**src/rtl/sockit_spi_sched.sv**
```systemverilog
// sockit_spi_sched: round-robin scheduler sharing the SPI stream-data-write
// (sdw) channel among N requesters. A winner owns the channel for a burst of
// req_len+1 words; the grant stays locked until the last word handshakes.
//
// Ports:
//   clk, rst          clock, asynchronous active-high reset
//   req_vld, req_len  per-requester burst request and length-minus-one
//   gnt               registered one-hot grant
//   src_vld, src_dat  per-requester data stream
//   src_rdy           per-requester ready (only the granted one can see 1)
//   sdw_vld, sdw_dat  muxed stream toward the serializer
//   sdw_rdy           serializer ready
//   busy              high while a burst is in progress
//   err               one-cycle stall-timeout pulse
//
// Optional feature: define SOCKIT_SPI_SCHED_TIMEOUT_EN to abort a burst whose
// granted requester leaves sdw_vld low for TO consecutive cycles. Without it
// err is tied low and a stalled requester keeps the grant indefinitely.
module sockit_spi_sched #(
  parameter int unsigned N  = 2,
  parameter int unsigned DW = 32,
  parameter int unsigned CW = 8,
  parameter int unsigned TO = 16
) (
  input  logic            clk,
  input  logic            rst,
  input  logic [N-1:0]    req_vld,
  input  logic [N*CW-1:0] req_len,
  output logic [N-1:0]    gnt,
  input  logic [N-1:0]    src_vld,
  input  logic [N*DW-1:0] src_dat,
  output logic [N-1:0]    src_rdy,
  output logic            sdw_vld,
  output logic [DW-1:0]   sdw_dat,
  input  logic            sdw_rdy,
  output logic            busy,
  output logic            err
);

  localparam int unsigned PW = (N > 1) ? $clog2(N) : 1;

  typedef enum logic {IDLE, XFER} state_t;

  state_t          state, state_nxt;
  logic [N-1:0]    gnt_nxt;
  logic [CW-1:0]   cnt, cnt_nxt;
  logic [PW-1:0]   ptr, ptr_nxt;
  logic            busy_nxt;
  logic            hs;

  logic            pick_found;
  logic [PW-1:0]   pick_idx;
  int unsigned     scan_idx;

`ifdef SOCKIT_SPI_SCHED_TIMEOUT_EN
  localparam int unsigned SW = $clog2(TO + 1);
  logic [SW-1:0]   stall, stall_nxt;
  logic            err_q, err_nxt;
  assign err = err_q;
`else
  assign err = 1'b0;
`endif

  // Rotating-priority scan: first set request at or after ptr, modulo N.
  always_comb begin
    pick_found = 1'b0;
    pick_idx   = '0;
    scan_idx   = 0;
    for (int unsigned k = 0; k < N; k++) begin
      scan_idx = (32'(ptr) + k) % N;
      if (!pick_found && req_vld[scan_idx]) begin
        pick_found = 1'b1;
        pick_idx   = PW'(scan_idx);
      end
    end
  end

  // Datapath: gnt is one-hot or zero, so an OR-reduction mux suffices.
  always_comb begin
    sdw_dat = '0;
    for (int unsigned i = 0; i < N; i++) begin
      if (gnt[i]) sdw_dat = sdw_dat | src_dat[i*DW +: DW];
    end
  end

  assign sdw_vld = |(gnt & src_vld);
  assign src_rdy = gnt & {N{sdw_rdy}};
  assign hs      = sdw_vld & sdw_rdy;

  always_comb begin
    state_nxt = state;
    gnt_nxt   = gnt;
    cnt_nxt   = cnt;
    ptr_nxt   = ptr;
    busy_nxt  = busy;
`ifdef SOCKIT_SPI_SCHED_TIMEOUT_EN
    stall_nxt = stall;
    err_nxt   = 1'b0;
`endif
    case (state)
      IDLE: begin
`ifdef SOCKIT_SPI_SCHED_TIMEOUT_EN
        stall_nxt = '0;
`endif
        if (pick_found) begin
          state_nxt = XFER;
          gnt_nxt   = N'(1) << pick_idx;
          cnt_nxt   = req_len[pick_idx*CW +: CW];
          ptr_nxt   = PW'((32'(pick_idx) + 32'd1) % N);
          busy_nxt  = 1'b1;
        end
      end
      XFER: begin
        if (hs) begin
`ifdef SOCKIT_SPI_SCHED_TIMEOUT_EN
          stall_nxt = '0;
`endif
          if (cnt == '0) begin
            state_nxt = IDLE;
            gnt_nxt   = '0;
            busy_nxt  = 1'b0;
          end else begin
            cnt_nxt = cnt - CW'(1);
          end
        end
`ifdef SOCKIT_SPI_SCHED_TIMEOUT_EN
        // Only an absent source counts as a stall; serializer backpressure does not.
        else if (!sdw_vld) begin
          if (stall == SW'(TO - 1)) begin
            state_nxt = IDLE;
            gnt_nxt   = '0;
            cnt_nxt   = '0;
            busy_nxt  = 1'b0;
            stall_nxt = '0;
            err_nxt   = 1'b1;
          end else begin
            stall_nxt = stall + SW'(1);
          end
        end
`endif
      end
      default: begin
        state_nxt = IDLE;
        gnt_nxt   = '0;
        busy_nxt  = 1'b0;
      end
    endcase
  end

  always_ff @(posedge clk or posedge rst) begin
    if (rst) begin
      state <= IDLE;
      gnt   <= '0;
      cnt   <= '0;
      ptr   <= '0;
      busy  <= 1'b0;
`ifdef SOCKIT_SPI_SCHED_TIMEOUT_EN
      stall <= '0;
      err_q <= 1'b0;
`endif
    end else begin
      state <= state_nxt;
      gnt   <= gnt_nxt;
      cnt   <= cnt_nxt;
      ptr   <= ptr_nxt;
      busy  <= busy_nxt;
`ifdef SOCKIT_SPI_SCHED_TIMEOUT_EN
      stall <= stall_nxt;
      err_q <= err_nxt;
`endif
    end
  end

endmodule

```
**config.mk**
```make
export PLATFORM = sky130hd
export DESIGN_NAME = sockit_spi_sched
export DESIGN_NICKNAME = d
export VERILOG_FILES = /design/src/rtl/sockit_spi_sched.sv
export SDC_FILE = /design/constraint.sdc
export NUM_CORES = 1
export LEC_CHECK = 0
export ABC_AREA = 1
export ABC_CLOCK_PERIOD_IN_PS = 1200
export CAP_MARGIN = 20
export CELL_PAD_IN_SITES_DETAIL_PLACEMENT = 0
export CELL_PAD_IN_SITES_GLOBAL_PLACEMENT = 1
export CORE_MARGIN = 2
export CORE_UTILIZATION = 34
export DETAILED_ROUTE_END_ITERATION = 10
export DONT_BUFFER_PORTS = 1
export GPL_ROUTABILITY_DRIVEN = 1
export PLACE_DENSITY = 0.74
export SLEW_MARGIN = 15
export SYNTH_ARGS = -nofsm -noshare
export SYNTH_HDL_FRONTEND = slang
export SYNTH_SLANG_ARGS = --single-unit
```
**constraint.sdc**
```tcl
create_clock -name clk -period 1.2 [get_ports clk]
set_input_delay 0.36 -clock clk [delete_from_list [all_inputs] [get_ports clk]]
set_output_delay 0.36 -clock clk [all_outputs]
set_load 0.05 [all_outputs]
```
* After elaboration in Yosys (flattened, before gate mapping)
Cells that the tools add are included.
Word-level totals: flip-flop bits (word level) 13, latch bits 0, RAM bits 0, memory bits (read-only) 0, output and inout bits 39, logic and storage cells 54, memories kept 0
Operators by class: $add $sub $neg 3, multipliers 0, divide/modulo/power cells 0, order comparisons 2, eq/ne operators 4, shifts and indexed selects 2, muxes and demuxes 26, bitwise logic cells 5, reductions and logical operators 7
Operators with widths (count):
- $mux 32 | 2
- $or 32x32->32 | 1
- $mux 8 | 3
- $pmux 8 s2 | 1
- $shiftx 16x5->8 | 1
- $mux 1 | 14
- $logic_not 8->1 | 1
- $sub 8x1->8 const B | 1
- $mux 2 | 3
- $reduce_and 3->1 | 2
- $and 2x2->2 | 2
- $lt 1x2->1 const B | 2
- $ne 2x1->1 const B | 2
- $ne 2x2->1 const B | 2
- $pmux 1 s2 | 2
- $pmux 2 s2 | 1
- $add 1x1->1 const B | 2
- $reduce_and 2->1 | 1
- $reduce_or 2->1 | 1
- $shl 1x1->2 const A | 1
- $and 1x1->1 | 1
- $logic_and 1x1->1 | 1
- $logic_not 1->1 | 1
- $not 1->1 | 1

* Longest topological paths before layout
depth after elaboration 9, gate-level depth with buffers 10

* Worst setup path before layout
No wires, ideal clock.
path kind reg-to-output, from register gnt[1], to output port sdw_dat[10], arrival 1.591 ns, slack -0.751 ns, stages on the path, launching flop included 4, cell sequence dfrtp_1 buf_4 clkbuf_1 a22o_1
On the way: word-level cells in the longest chain between the ends 1
Ends and longest elaborated chain:
- start: declaration | RTL line 29 | output logic [N-1:0] gnt,
- start signal: assignment | RTL line 163 | gnt <= gnt_nxt;
- $mux 32 | RTL line 82 | if (gnt[i]) sdw_dat = sdw_dat | src_dat[i*DW +: DW];
- end: declaration | RTL line 34 | output logic [DW-1:0] sdw_dat,
No other way between the ends.

* Final worst setup path
from register gnt[1], to output port sdw_dat[17]
Same word-level chain as after synthesis.

==> run_results.csv <==
group,metric,value,unit
run_status,outcome,"complete, but fails checks",
run_status,failed_checks,"setup timing",
synthesis,synth-seq-cells,13,
final_layout,fill_cells,333,
clock_network,cts_max_path_buffers,2,
route,ant_nets,0,
final_layout,drive_above_1_share,53.4,%
timing,worstMarginPinSlew,0.553,ns
synthesis,synth.most_common_cell,"nand2_1",
die,die-area,4240,µm²
route,first_pass_iters,4,
route,wl_per_cell,16.7,µm
min_path,min_path_type,"in -> async",
critical_path,critPathKind,"reg -> out",
critical_path,critPathMaxFanout,11,
route,wl,4.68,mm
final_layout,nets,322,
timing,rsz0062_at_grt,"true",
route,drc_errors,0,
final_layout,diodes,0,
grt,grt_max_degree,14,
timing,max_slew_margin,63.1,%
timing,hold_ws,0.0369,ns
power_and_ir_drop,p_per_area,3470,nW/µm²
timing,fin_crit,1.62,ns
final_layout,instances_no_fill,280,
die,row_count,22,
synthesis,synth_common_cells,"82 x nand2_1, 32 x a22o_1, 15 x inv_1",
route,routed_via_density,5.30,
critical_path,startpoint,"gnt[1]",
place,gp_congestion,0.786,
clock_network,cts_buffers,3,
synthesis,yosysUniqueCellTypes,22,
timing,fin_worst_skew,0.00710,ns
place,hpwl,3.85,mm
synthesis,yosys_most_used_dff,"dfrtp_1",
timing,post-route-period-util,135,%
synthesis,avgSynthCellArea,6.49,µm²
place,pre_cts_ws,-0.293,ns
power_and_ir_drop,finalPower,0.00758,W
power_and_ir_drop,leakagePower,1.12,nW
synthesis,yosysSeqAreaShare,25.6,%
clock_network,cts_max_level,1,
synthesis,yosys_warnings,0,
grt,grt_pass1_wl,7.02,mm
timing,setup_tns,-16.50,ns
flow_run,drv_cap,0,
timing,max_freq,619,MHz
place,io_buffer_count,0,
clock_network,cts_root_buffer,"clkbuf_8",
synthesis,synth_edf_count,0,
timing,fin_ws,-0.416,ns
final_layout,multi_input_area,1240,µm²
synthesis,synthTopCellsByArea,"dfrtp_1 26%, nand2_1 24%, a22o_1 22%, inv_1 4.4%, nand3_1 4.3%",
timing,maxSlewViolCount,0,
grt,grt_usage,21.7,%
place,place_inst,270,
die,die_h,65.1,µm
critical_path,cp_data_arrival_time,1.26,ns
route,drt_iter0_markers,42,
synthesis,synth_top_area_cell,"dfrtp_1",
grt,grt_antenna_before_repair,0,
power_and_ir_drop,peakVddDrop,2.12,mV
clock_network,clk_latency,0.25,ns
die,core_area,3630,µm²
timing,hold_viol_final,0,
grt,grt_pass1_vias,1441,
synthesis,syn_nets,285,
route,vias,1484,
clock_network,cts_tree,"built",
synthesis,async_flop_share,100,%
clock_network,path_clk_slew,0.06,ns
final_layout,regArea,329,µm²
critical_path,cp-end-kind,"output port",
clock_network,postCtsHoldBufs,0,
synthesis,synth_area,1270,µm²
grt,grt_overflow,0,
timing,finalSetupViolCount,49,
critical_path,r2r-start,"cnt[0]",
critical_path,cp_data_required_time,0.84,ns
critical_path,crit_path_start_kind,"register",
clock_network,cts_sinks,13,
synthesis,synthDominantCellAreaShare,25.6,%
synthesis,synth_cells,196,
die,start_util,35.0,%
final_layout,syn_to_final_growth,72.0,%
die,die_w,65.1,µm
die,ioPinCount,126,
## sequential cells by signal, summed over array words and instances (netlist names)
register,count
busy,1
ptr,1
cnt,8
state,1
gnt,2
## routing by layer
layer  wire length, µm  track usage [%]  vias up
met5                 0                0        -
met4               112             7.55        0
met3               404             6.51       10
met2              2470             39.9       71
met1              1690             23.6      678
li1                  -                -      725
## critical path, stage by stage (launching register included)
cell,delay [ns]
dfrtp_2,0.50
buf_12,0.19
a22o_4,0.31
## where the power goes
part           total (W)  switching (W)  internal (W)
combinational    0.00622        0.00382       0.00240
clock           0.000414       0.000179      0.000236
sequential      0.000951       0.000310      0.000641
## path summary, 6_finish.rpt
kind	end	slack, ns	depth (start not counted)
hold reg to reg	cnt[4]	0.55	2
setup / recovery	sdw_dat[17]	-0.42	2
min in group clk	cnt[2]	0.34	4
setup reg to reg	cnt[6]	-0.20	9
hold / removal	cnt[4]	0.04	1
max in group asynchronous	gnt[1]	0.76	1
## kinds of logic after synthesis
group	share of synthesized area, %
flops	25.6
compound gates	23.6
buf+inv	9.45
simple gates	38.4
xor+xnor	0.689
other cells	0.295
fa+ha+maj	1.97
## layout make-up
class	count	area share, %
sequential	13	15.0
inverter	18	3.89
timing repair buffer	42	19.4
multi-input combinational	155	56.9
tap	48	2.75
clock buffer	4	2.06
## per-stage QoR
stage	util [%]	area, µm²
after detailed placement	53.0	1930
after global routing	60.2	2190
final	60.2	2190
after global placement	53.0	1930
after CTS	57.3	2080
after floorplan	-	1660
## cells in the final DEF, fill, tap and decap left out
cell / count
nand4_4: 1
xor2_1: 1
a21oi_2: 1
nor2_2: 4
buf_12: 6
nand3_1: 10
nand4_1: 2
inv_8: 1
o21ai_0: 3
buf_4: 27
ha_4: 2
clkbuf_1: 1
a22o_2: 3
a22o_4: 29
nand2_2: 12
dfrtp_2: 3
or2_2: 1
nand3_4: 1
conb_1: 1
nor2_1: 8
buf_6: 9
nand3_2: 1
dfrtp_1: 10
nand2_4: 10
nand2_1: 63
inv_4: 1
nor2_4: 2
clkinvlp_4: 2
clkbuf_8: 3
inv_2: 5
inv_1: 9
## repair_timing
| item | 4_1_cts | 5_1_grt |
|---|---|---|
| pin swaps | 12 | 13 |
| gates resized for setup | 27 | 25 |
| setup buffers | 2 | 4 |
| endpoints found under the setup margin | 50 | 50 |
Power figures use the tool's default switching activity.
